**config.mk**
```make
export PLATFORM = sky130hd
export DESIGN_NAME = uart_tx_arbiter_flat
export DESIGN_NICKNAME = d
export VERILOG_FILES = /design/src/rtl/uart_tx_arbiter_if.sv /design/src/rtl/uart_tx_arbiter.sv /design/src/flat_wrapper.sv
export SDC_FILE = /design/constraint.sdc
export NUM_CORES = 1
export LEC_CHECK = 0
export BUFFER_PORTS_ARGS = -buffer_cell sky130_fd_sc_hd__buf_2
export CORE_ASPECT_RATIO = 0.9
export CORE_MARGIN = 2
export CORE_UTILIZATION = 52
export CTS_CLUSTER_SIZE = 30
export DETAILED_ROUTE_END_ITERATION = 12
export PLACE_DENSITY_LB_ADDON = 0.05
export RECOVER_POWER = 25
export SYNTH_ARGS = -nofsm -noshare
export SYNTH_HDL_FRONTEND = slang
export SYNTH_SLANG_ARGS = --single-unit
```
**constraint.sdc**
```tcl
create_clock -name clk -period 2.84 [get_ports clk]
set_clock_uncertainty 0.2 [all_clocks]
set_input_delay 0.568 -clock clk [delete_from_list [all_inputs] [get_ports clk]]
set_output_delay 0.568 -clock clk [all_outputs]
set_load 0.005 [all_outputs]
```
**src/rtl/uart_tx_arbiter_if.sv**
```systemverilog
// uart_tx_arbiter_if: source push strobes, UART start/busy handshake and FIFO status flags
interface uart_tx_arbiter_if;
  logic       src0_valid;
  logic [7:0] src0_data;
  logic       src1_valid;
  logic [7:0] src1_data;
  logic       tx_busy;
  logic       ovf_clr;
  logic       tx_start;
  logic [7:0] tx_data;
  logic       src0_full;
  logic       src1_full;
  logic       src0_ovf;
  logic       src1_ovf;
  modport slave (
    input  src0_valid, src0_data, src1_valid, src1_data, tx_busy, ovf_clr,
    output tx_start, tx_data, src0_full, src1_full, src0_ovf, src1_ovf
  );
  modport master (
    output src0_valid, src0_data, src1_valid, src1_data, tx_busy, ovf_clr,
    input  tx_start, tx_data, src0_full, src1_full, src0_ovf, src1_ovf
  );
endinterface

```
**src/rtl/uart_tx_arbiter.sv**
```systemverilog
// uart_tx_arbiter: round-robin sharing of one UART TX between two FIFO-buffered byte sources.
// Define UART_TX_ARBITER_CRLF_EN to append 0x0A after every source-1 0x0D.
module uart_tx_arbiter #(
  parameter int DEPTH        = 4,
  parameter int BUSY_TIMEOUT = 16
) (
  input logic             clk,
  input logic             reset,
  uart_tx_arbiter_if.slave bus
);
  localparam int AW = (DEPTH > 1) ? $clog2(DEPTH) : 1;
  localparam int CW = AW + 1;
  localparam int TW = (BUSY_TIMEOUT > 1) ? $clog2(BUSY_TIMEOUT) : 1;
  typedef enum logic [1:0] {IDLE, START, WAIT_BUSY, WAIT_IDLE} state_t;
  state_t          r_state, w_next;
  logic [7:0]      r_data;
  logic            r_last;
  logic [TW-1:0]   r_tmo;
  logic [1:0]      w_valid, w_push, w_pop, w_drop, w_ne, w_full, w_ovf;
  logic [1:0][7:0] w_din, w_head;
  logic            w_grant, w_load, w_ins;
  assign w_valid = {bus.src1_valid, bus.src0_valid};
  assign w_din   = {bus.src1_data, bus.src0_data};
  assign w_grant = (&w_ne) ? ~r_last : w_ne[1];
  assign w_load  = (r_state == IDLE) & (|w_ne) & ~w_ins;
  assign w_pop   = w_load ? (w_grant ? 2'b10 : 2'b01) : 2'b00;
  for (genvar s = 0; s < 2; s++) begin : g_fifo
    logic [7:0]    r_mem [DEPTH];
    logic [AW-1:0] r_rptr, r_wptr;
    logic [CW-1:0] r_cnt, w_cnt;
    logic          r_full, r_ovf;
    // a full FIFO still accepts a push in the cycle it is popped
    assign w_push[s] = w_valid[s] & (~r_full | w_pop[s]);
    assign w_drop[s] = w_valid[s] & r_full & ~w_pop[s];
    assign w_cnt     = r_cnt + CW'(w_push[s]) - CW'(w_pop[s]);
    assign w_ne[s]   = r_cnt != '0;
    assign w_head[s] = r_mem[r_rptr];
    assign w_full[s] = r_full;
    assign w_ovf[s]  = r_ovf;
    always_ff @(posedge clk)
      if (w_push[s]) r_mem[r_wptr] <= w_din[s];
    always_ff @(posedge clk or negedge reset)
      if (!reset) begin
        r_rptr <= '0;
        r_wptr <= '0;
        r_cnt  <= '0;
        r_full <= 1'b0;
        r_ovf  <= 1'b0;
      end else begin
        r_rptr <= r_rptr + AW'(w_pop[s]);
        r_wptr <= r_wptr + AW'(w_push[s]);
        r_cnt  <= w_cnt;
        r_full <= w_cnt == CW'(DEPTH);
        r_ovf  <= w_drop[s] | (r_ovf & ~bus.ovf_clr);
      end
  end
`ifdef UART_TX_ARBITER_CRLF_EN
  logic r_crlf;
  // the inserted LF takes the IDLE slot instead of arbitration and never touches last_grant
  assign w_ins = (r_state == IDLE) & r_crlf;
  always_ff @(posedge clk or negedge reset)
    if (!reset) r_crlf <= 1'b0;
    else if (w_ins) r_crlf <= 1'b0;
    else if (w_load & w_grant & (w_head[1] == 8'h0D)) r_crlf <= 1'b1;
`else
  assign w_ins = 1'b0;
`endif
  always_comb begin
    w_next = r_state;
    case (r_state)
      IDLE:      w_next = (w_load | w_ins) ? START : IDLE;
      START:     w_next = WAIT_BUSY;
      WAIT_BUSY: w_next = bus.tx_busy ? WAIT_IDLE : (r_tmo == TW'(BUSY_TIMEOUT - 1)) ? IDLE : WAIT_BUSY;
      WAIT_IDLE: w_next = bus.tx_busy ? WAIT_IDLE : IDLE;
      default:   w_next = IDLE;
    endcase
  end
  always_ff @(posedge clk or negedge reset)
    if (!reset) begin
      r_state <= IDLE;
      r_data  <= 8'h00;
      r_last  <= 1'b1;
      r_tmo   <= '0;
    end else begin
      r_state <= w_next;
      r_tmo   <= (r_state == START) ? '0 : r_tmo + TW'(1);
      if (w_load) begin
        r_data <= w_head[w_grant];
        r_last <= w_grant;
      end else if (w_ins) r_data <= 8'h0A;
    end
  assign bus.tx_start  = r_state == START;
  assign bus.tx_data   = r_data;
  assign bus.src0_full = w_full[0];
  assign bus.src1_full = w_full[1];
  assign bus.src0_ovf  = w_ovf[0];
  assign bus.src1_ovf  = w_ovf[1];
endmodule

```
**src/flat_wrapper.sv**
```systemverilog
// flat-port wrapper written by rule: the top's interface ports become plain ports
module uart_tx_arbiter_flat 
#(
  parameter int DEPTH        = 4,
  parameter int BUSY_TIMEOUT = 16
)
  (clk, reset, bus_src0_valid, bus_src0_data, bus_src1_valid, bus_src1_data, bus_tx_busy, bus_ovf_clr, bus_tx_start, bus_tx_data, bus_src0_full, bus_src1_full, bus_src0_ovf, bus_src1_ovf);
  uart_tx_arbiter_if bus_i ();
  input logic clk;
  input logic reset;
  input wire logic [$bits(bus_i.src0_valid)-1:0] bus_src0_valid;
  input wire logic [$bits(bus_i.src0_data)-1:0] bus_src0_data;
  input wire logic [$bits(bus_i.src1_valid)-1:0] bus_src1_valid;
  input wire logic [$bits(bus_i.src1_data)-1:0] bus_src1_data;
  input wire logic [$bits(bus_i.tx_busy)-1:0] bus_tx_busy;
  input wire logic [$bits(bus_i.ovf_clr)-1:0] bus_ovf_clr;
  output wire logic [$bits(bus_i.tx_start)-1:0] bus_tx_start;
  output wire logic [$bits(bus_i.tx_data)-1:0] bus_tx_data;
  output wire logic [$bits(bus_i.src0_full)-1:0] bus_src0_full;
  output wire logic [$bits(bus_i.src1_full)-1:0] bus_src1_full;
  output wire logic [$bits(bus_i.src0_ovf)-1:0] bus_src0_ovf;
  output wire logic [$bits(bus_i.src1_ovf)-1:0] bus_src1_ovf;
  assign bus_i.src0_valid = bus_src0_valid;
  assign bus_i.src0_data = bus_src0_data;
  assign bus_i.src1_valid = bus_src1_valid;
  assign bus_i.src1_data = bus_src1_data;
  assign bus_i.tx_busy = bus_tx_busy;
  assign bus_i.ovf_clr = bus_ovf_clr;
  assign bus_tx_start = bus_i.tx_start;
  assign bus_tx_data = bus_i.tx_data;
  assign bus_src0_full = bus_i.src0_full;
  assign bus_src1_full = bus_i.src1_full;
  assign bus_src0_ovf = bus_i.src0_ovf;
  assign bus_src1_ovf = bus_i.src1_ovf;
  uart_tx_arbiter #(.DEPTH(DEPTH), .BUSY_TIMEOUT(BUSY_TIMEOUT)) u_core (.clk(clk), .reset(reset), .bus(bus_i));
endmodule
```
==> summary by stage, run 1 <==
Outcome
The flow ran to the end, and the final reports show no timing, DRC or antenna violations.

Yosys
The share of Yosys cell area claimed by the top area cell type is 0.486. The post-synthesis instance area is 3960 µm². The sequential-to-total area share from yosys stat is 0.695. The average footprint of a synthesized cell is 17.6 µm².

The count of yosys warnings during synthesis is 0. The number of nets in the synthesized netlist is 258. Sorting the synthesized cells by area gives the leading types as edfxtp_1 (49%), dfrtp_1 (20%), mux4_2 (9.1%).

The number of flops mapped to enable cells by yosys is 64. In the synthesized netlist the async set-or-reset flop fraction comes to 0.340. For this run, the leading register cell type out of synthesis is edfxtp_1. The netlist uses 42 different library cells. In this run, synthesis produced a sequential element count of 97. Synthesis produced a netlist whose cell count is 225.

The largest total area in the synthesized netlist belongs to edfxtp_1.

Die
The I/O pin count is 35. The die is 96.0 µm wide. The region available for standard cell placement spans 7470 µm². The floorplan step defined a die boundary enclosing 8330 µm². The vertical die dimension is 86.8 µm.

The initial cell density of the core is 0.530. The initialized floorplan defines 30 standard-cell rows.

Finish
In the final layout, the share of cells above drive strength 1 is 0.302. The area occupied by registers is 2750 µm². Compared with the post-synthesis result, the final layout area differs by 14.1%. The area occupied by multi-input gates is 1080 µm². After routing the design area is 4510 µm².

Fill cells in the final layout number 589. The number of antenna diodes in the final layout is 0. The net count reported at finish is 309.

Critical path
The logic depth of the worst setup path including buffers is 10. The critical path's top delay family is adder cells. The endpoint kind of the worst setup timing path is a register.

The arrival time of data at the critical path endpoint is 2760 ps. On the critical path, the stage with the largest delay is an instance of dfrtp_1. Walking the worst path, the cells encountered are or3_4, o211ai_1, inv_2, ha_1, inv_1, ha_1, fa_2, xnor2_1, xnor2_1, nor3b_2. The type of origin of the critical path is a register. The setup path with the least slack is of type reg2reg. The path depth of the worst reg2reg path is 10.

On the worst path, the slowest cell contributes a delay of 440 ps. The peak fanout along the critical path is 4. The critical path contains buffers and inverters numbering 2 combined.

The required arrival time at the worst endpoint is 2920 ps.

Routing
After detailed routing, the total wire length is 6520 µm. The number of optimization iterations in the first detailed-route pass is 4. The number of DRC markers in iteration 0 is 85.

The mean number of vias per cell is 5.44. The post-detailed-route DRC marker count is 0. After detailed routing, the average wire length per cell comes to 17.3 µm.

The detail route stage leaves a number of antenna-violating nets equal to 0. The number of vias in the routed layout is 2050.

Global routing
The pin count of the biggest net entering global routing is 34. The number of antenna violations at the first check in global routing is 0. For this run the aggregate overflow at the end of global routing stands at 0. The number of global-route vias before repair is 2053. The total routing usage reported by global routing is 0.178. The first-pass GRT wire length is 10700 µm.

Placement
The total half-perimeter wirelength after legalization and detailed placement is 4600 µm. The post-placement cell area is 4290 µm². The final weighted congestion in routability-driven placement is 0.726.

At the placement stage, the worst setup path has a slack of 110 ps. Buffers placed on the I/O ports in this run total 34.

Pwr
Power spread over the standard cell area amounts to 1050 nW/µm². In this run the static leakage power is 0.00174 µW. The worst supply voltage drop on vdd is 0.532 mV. The overall power of the completed layout is 4760 µW.

STA
The worst pin sits at a relative slew slack of 0.520. The share of the cycle needed by the critical path after routing is 0.946. The count of final setup violators is 0. The slew at the pin closest to its max-slew limit is 719 ps.

The worst slack on hold paths is 60.7 ps. The final hold violation count was 0. Setup slack on the critical path of the routed design comes to 153 ps. The total count of max-transition violations in the final report is 0.

After layout, the minimum clock period comes to 2690 ps. The achievable frequency is 372 MHz.

Worst hold path
In this run the worst hold path is classified as in2async.

CTS
The H-tree generated during clock tree synthesis spans 3 levels. TritonCTS built the clock tree. The count of hold-fix buffers inserted at cts is 0. The clock passes through at most 2 buffers. The root buffer cell chosen for the clock tree is clkbuf_8. The clock reaches the later pin of the worst-skew pair after 350 ps. After clock tree synthesis, the clock-pin slew on the worst setup and hold paths is 90 ps.

Counting every sink on the clock net gives 97. The total clock buffers created by CTS is 9.

Run
The tool flagged a number of max-cap violations equal to 0.
[Yosys cell counts (all sizes together), types with 3 or more instances]
master and number:
edfxtp 64, dfrtp 32, inv 30, mux4 16, ha 9, nand4 8, o221ai 8, xor2 6
buf 5, nor2 4, xnor2 4, clkbuf 3, nor2b 3, o21ai 3
[layout by cell type, fill, tap and decap left out, drive strengths merged, types with 2 or more instances in the layout]
cell	n
buf	33
mux4	16
inv	31
clkbuf	25
edfxtp	64
nor4bb	2
xnor2	4
o221ai	8
a31oi	2
a2111oi	2
nand4	8
fa	2
or3	2
clkinv	2
nor2b	3
ha	9
dfrtp	32
clkinvlp	2
nor3b	2
nor2	4
nand2b	2
o21ai	3
nand3	2
xor2	6
[metal layers]
layer  global-route usage  vias up  wire (µm)
li1                     -      956          -
met1                0.252     1048       3080
met2                0.273       40       3140
met3               0.0574        6        235
met4               0.0429        0         63
met5                    0        -          0
[stage by stage]
| step | setup TNS [ps] | util | instances |
|---|---|---|---|
| floorplan | -406 | - | 225 |
| global placement | 0 | 0.575 | 358 |
| detailed placement | 0 | 0.575 | 358 |
| CTS | 0 | 0.601 | 374 |
| global route | -21.0 | 0.604 | 377 |
| finish | 0 | 0.604 | 377 |
[flip-flops by register name (all words and copies together), names as in the netlist]
| signal | cells |
|---|---|
| u_core.bus.src1_full | 1 |
| u_core.bus.src0_ovf | 1 |
| u_core.g_fifo.r_cnt | 6 |
| u_core.bus.tx_data | 8 |
| u_core.bus.src0_full | 1 |
| u_core.r_last | 1 |
| u_core.bus.src1_ovf | 1 |
| u_core.r_state | 2 |
| u_core.g_fifo.r_mem | 64 |
| u_core.r_tmo | 4 |
| u_core.g_fifo.r_rptr | 4 |
| u_core.g_fifo.r_wptr | 4 |
[logic make-up (layout without fill, tap and decap cells)]
family,count (synthesis),after routing,share of synthesized area
adder cells (fa/ha/maj),11,11,0.0386
buffers and inverters,38,94,0.0414
flip-flops,97,97,0.695
multiplexers,16,16,0.0911
AND/OR/NAND/NOR,29,29,0.0471
XOR/XNOR,10,10,0.0221
AO/OA/AOI/OAI,24,24,0.0651
[what timing repair did]
action                                  4_1_cts  5_1_grt
setup buffers                                 0        3
gates resized for setup                       0        7
endpoints found under the setup margin        0        2
[power breakdown]
group / total [µW] / internal (µW) / switching [µW]
sequential: 2290 / 1940 / 344
clock: 866 / 410 / 456
combinational: 1600 / 844 / 759
total: 4760 / 3200 / 1560
[layout make-up]
cell class | instances | area share
Tap cell | 96 | 0.0266
Sequential cell | 97 | 0.609
Timing Repair Buffer | 48 | 0.0568
Clock buffer | 10 | 0.0283
Inverter | 30 | 0.0249
Clock inverter | 6 | 0.0150
Multi-Input combinational cell | 90 | 0.239
[worst paths after layout]
path,start,to,slack (ps)
worst max-delay path,u_core.g_fifo[0].r_cnt[2]$_DFF_PN0_,u_core.bus.src0_full$_DFF_PN0_,150
worst min-delay path,reset,u_core.bus.tx_data[3]$_DFFE_PN0N_,60
worst max register to register,u_core.g_fifo[0].r_cnt[2]$_DFF_PN0_,u_core.bus.src0_full$_DFF_PN0_,150
worst min register to register,u_core.r_tmo[0]$_DFF_PN0_,u_core.r_tmo[0]$_DFF_PN0_,270
max in group asynchronous,reset,u_core.bus.tx_data[0]$_DFFE_PN0N_,1920
min in group clk,bus_tx_busy,u_core.r_state[0]$_DFF_PN0_,240
Power figures use the tool's default switching activity.
==> run 2: changes to the inputs <==
Clock period 2.84 ns to 2.4 ns, I/O delays scaled along.
==> run 2 against run 1 <==
The run now ends with setup timing left. Global-route usage grew 0.50 points. Clock power up 27%. Sequential share of layout area fell by 2.8 points. Via count is 2.4% higher. Final area is 4.9% higher. Routed wire length up 4.8%. Die area is the same. Cell count increased by 4.8%. Worst hold slack improved by 65 ps. Critical path depth is the same. Worst setup slack lost 360 ps.
==> summary by stage, run 2 (synthesized netlist as in run 1, its figures left out) <==
Outcome
Status: finished with violations (was finished, final reports clean). The final reports fail on setup timing.

Finish
The most common library cell in the layout ignoring fill and taps is edfxtp_1 (unchanged). The area occupied by multi-input gates came to 1140 µm² (was 1080 µm²). The number of fill cells in the layout is 564 (was 589).

The proportion of layout cells with a drive suffix above 1 is 0.371 (was 0.302). The register name with the most flops is u_core.g_fifo.r_mem (unchanged). The antenna cell count is 0 (unchanged). Highest-count cells in the layout ignoring fill and taps: edfxtp_1 (64), dfrtp_1 (32), buf_4 (29), inv_1 (28), buf_2 (20) (was edfxtp_1 (64), dfrtp_1 (32), inv_1 (29), buf_2 (19)). The net count reported at finish came to 327 (was 309).

The post-synthesis to final-layout area growth is 19.6% (was 14.1%). The area occupied by registers is 2750 µm² (unchanged). The number of flip-flops in the largest register was 64 (unchanged). The finished layout cell area is 4730 µm² (was 4510 µm²).

Critical path
The path type of the worst setup path is reg2reg (unchanged). The arrival time of data at the critical path endpoint came to 2720 ps (was 2760 ps). The required arrival time at the worst endpoint is 2510 ps (was 2920 ps). The peak fanout along the critical path is 3 (was 4). The endpoint kind of the worst setup timing path is a register (unchanged).

The type of origin of the critical path is a register (unchanged).

Die
The number of core rows was 30 (unchanged). The die area came to 8330 µm² (unchanged). The initial cell density of the core is 0.530 (unchanged). The x dimension of the die was 96.0 µm (unchanged).

The vertical die dimension was 86.8 µm (unchanged). The I/O pin count was 35 (unchanged). The area of the core is 7470 µm² (unchanged).

STA
The slew at the pin closest to its max-slew limit is 729 ps (was 719 ps). The final hold violation count came to 0 (unchanged). The achievable frequency is 383 MHz (was 372 MHz). Setup repair after global routing could not meet its margin everywhere.

The smallest setup slack after layout came to -212 ps (was 153 ps). The worst slew margin relative to its limit was 0.514 (was 0.520). The count of final setup violators is 5 (was 0).

The total count of max-transition violations in the final report came to 0 (unchanged). The share of the cycle needed by the critical path after routing was 1.09 (was 0.946). The clock period minus worst slack came to 2610 ps (was 2690 ps).

CTS
The root buffer cell is clkbuf_8 (unchanged). The TritonCTS clock tree is built (unchanged). The total clock buffers created by CTS is 9 (unchanged). The post-CTS clock slew at the launch and capture registers of the worst setup and hold paths is 100 ps (was 90 ps).

The later-pin clock latency in the skew report is 370 ps (was 350 ps). The H-tree depth is 3 (unchanged). The number of buffers on the longest clock path is 2 (unchanged). The number of clock sinks came to 97 (unchanged).

Run
The max-capacitance violation count is 0 (unchanged).

Worst hold path
The type of the most critical hold path is in2reg (was in2async).

Routing
The mean number of vias per cell is 5.31 (was 5.44). The post-detailed-route DRC marker count is 0 (unchanged). The number of DRC markers in iteration 0 was 114 (was 85). The average wire per cell in the routed design is 17.3 µm (about the same). The final wirelength is 6830 µm (was 6520 µm).

The count of nets left with antenna violations after detail routing is 0 (unchanged). The number of vias in the routed layout is 2099 (was 2050). The number of optimization iterations in the first detailed-route pass is 4 (unchanged).

Placement
The post-placement cell area is 4480 µm² (was 4290 µm²). The total half-perimeter wirelength after legalization and detailed placement is 4670 µm (was 4600 µm). The final weighted congestion in routability-driven placement is 0.781 (was 0.726).

The number of port buffers is 34 (unchanged). The worst slack at placement is -224 ps (was 110 ps).

Pwr
The leakage power figure is 0.00185 µW (was 0.00174 µW). The worst supply voltage drop on vdd is 0.552 mV (was 0.532 mV). The total power divided by cell area came to 1260 nW/µm² (was 1050 nW/µm²).

Global routing
The total routing usage reported by global routing is 0.183 (was 0.178). The total grt overflow is 0 (unchanged). The pin count of the biggest net entering global routing was 34 (unchanged). The number of antenna violations at the first check in global routing is 0 (unchanged).

The first-pass GRT wire length is 10800 µm (was 10700 µm). The number of global-route vias before repair is 2065 (was 2053).
==> run 2: changes by cell type in the layout (fill, tap and decap cells not counted), moves of 2 or more <==
cell | previous run | this run
inv_8 | 0 | 2
ha_1 | 9 | 6
clkbuf_1 | 16 | 14
ha_4 | 0 | 2
buf_4 | 14 | 29
buf_6 | 0 | 2
==> run 2: worst paths after layout <==
check / endpoint / slack [ps] / from / cells after the start
setup / recovery: u_core.bus.src0_full$_DFF_PN0_ / -210 / u_core.g_fifo[0].r_cnt[2]$_DFF_PN0_ / 10
hold / removal: u_core.r_state[0]$_DFF_PN0_ / 130 / bus_tx_busy / 2
setup reg to reg: u_core.bus.src0_full$_DFF_PN0_ / -210 / u_core.g_fifo[0].r_cnt[2]$_DFF_PN0_ / 10
hold reg to reg: u_core.r_tmo[0]$_DFF_PN0_ / 270 / u_core.r_tmo[0]$_DFF_PN0_ / 1
max in group asynchronous: u_core.bus.tx_data[6]$_DFFE_PN0N_ / 1040 / reset / 2
min in group asynchronous: u_core.bus.tx_data[1]$_DFFE_PN0N_ / 500 / reset / 2
==> run 2: area by class of cell <==
type                            instances  area share
Clock buffer                            9      0.0262
Clock inverter                          7      0.0182
Inverter                               30      0.0238
Multi-Input combinational cell         90       0.241
Sequential cell                        97       0.581
Tap cell                               96      0.0254
Timing Repair Buffer                   66      0.0851
==> run 2: power breakdown <==
group	internal (µW)	total, µW	leakage, µW	switching, µW
clock	503	1100	0.000104	601
combinational	1200	2240	0.000756	1030
sequential	2300	2640	0.000987	338
total	4010	5980	0.00185	1970
==> run 2: critical path: stages (launching register included) <==
cell and delay [ps]:
dfrtp_1 430, or3_4 380, o211ai_1 150, inv_2 90
ha_1 280, inv_1 40, ha_2 160, fa_2 350
xnor2_2 140, xnor2_1 160, nor3b_2 170
==> run 2: routing by layer <==
layer / global-route usage / routed length (µm)
met5: 0 / 0
met3: 0.0557 / 263
met2: 0.270 / 3300
met1: 0.260 / 3160
met4: 0.0662 / 113
==> run 2: metrics by stage <==
step | util | TNS (ps) | cells | hold WS, ps | total power, µW
after floorplan | - | -7460 | 225 | -15.6 | 4090
after global placement | 0.599 | -429 | 375 | 260 | 4830
after detailed placement | 0.599 | -538 | 375 | 255 | 4860
after CTS | 0.633 | -526 | 393 | 95.0 | 6030
after global routing | 0.634 | -1160 | 395 | 104 | 6390
final | 0.634 | -506 | 395 | 126 | 5980
==> run 2: what timing repair did <==
action | 4_1_cts | 5_1_grt
hold endpoints to repair | 32 | 0
hold buffers | 1 | 0
pin swaps | 2 | 1
endpoints found under the setup margin | 4 | 13
setup buffers | 1 | 2
gates resized for setup | 5 | 2
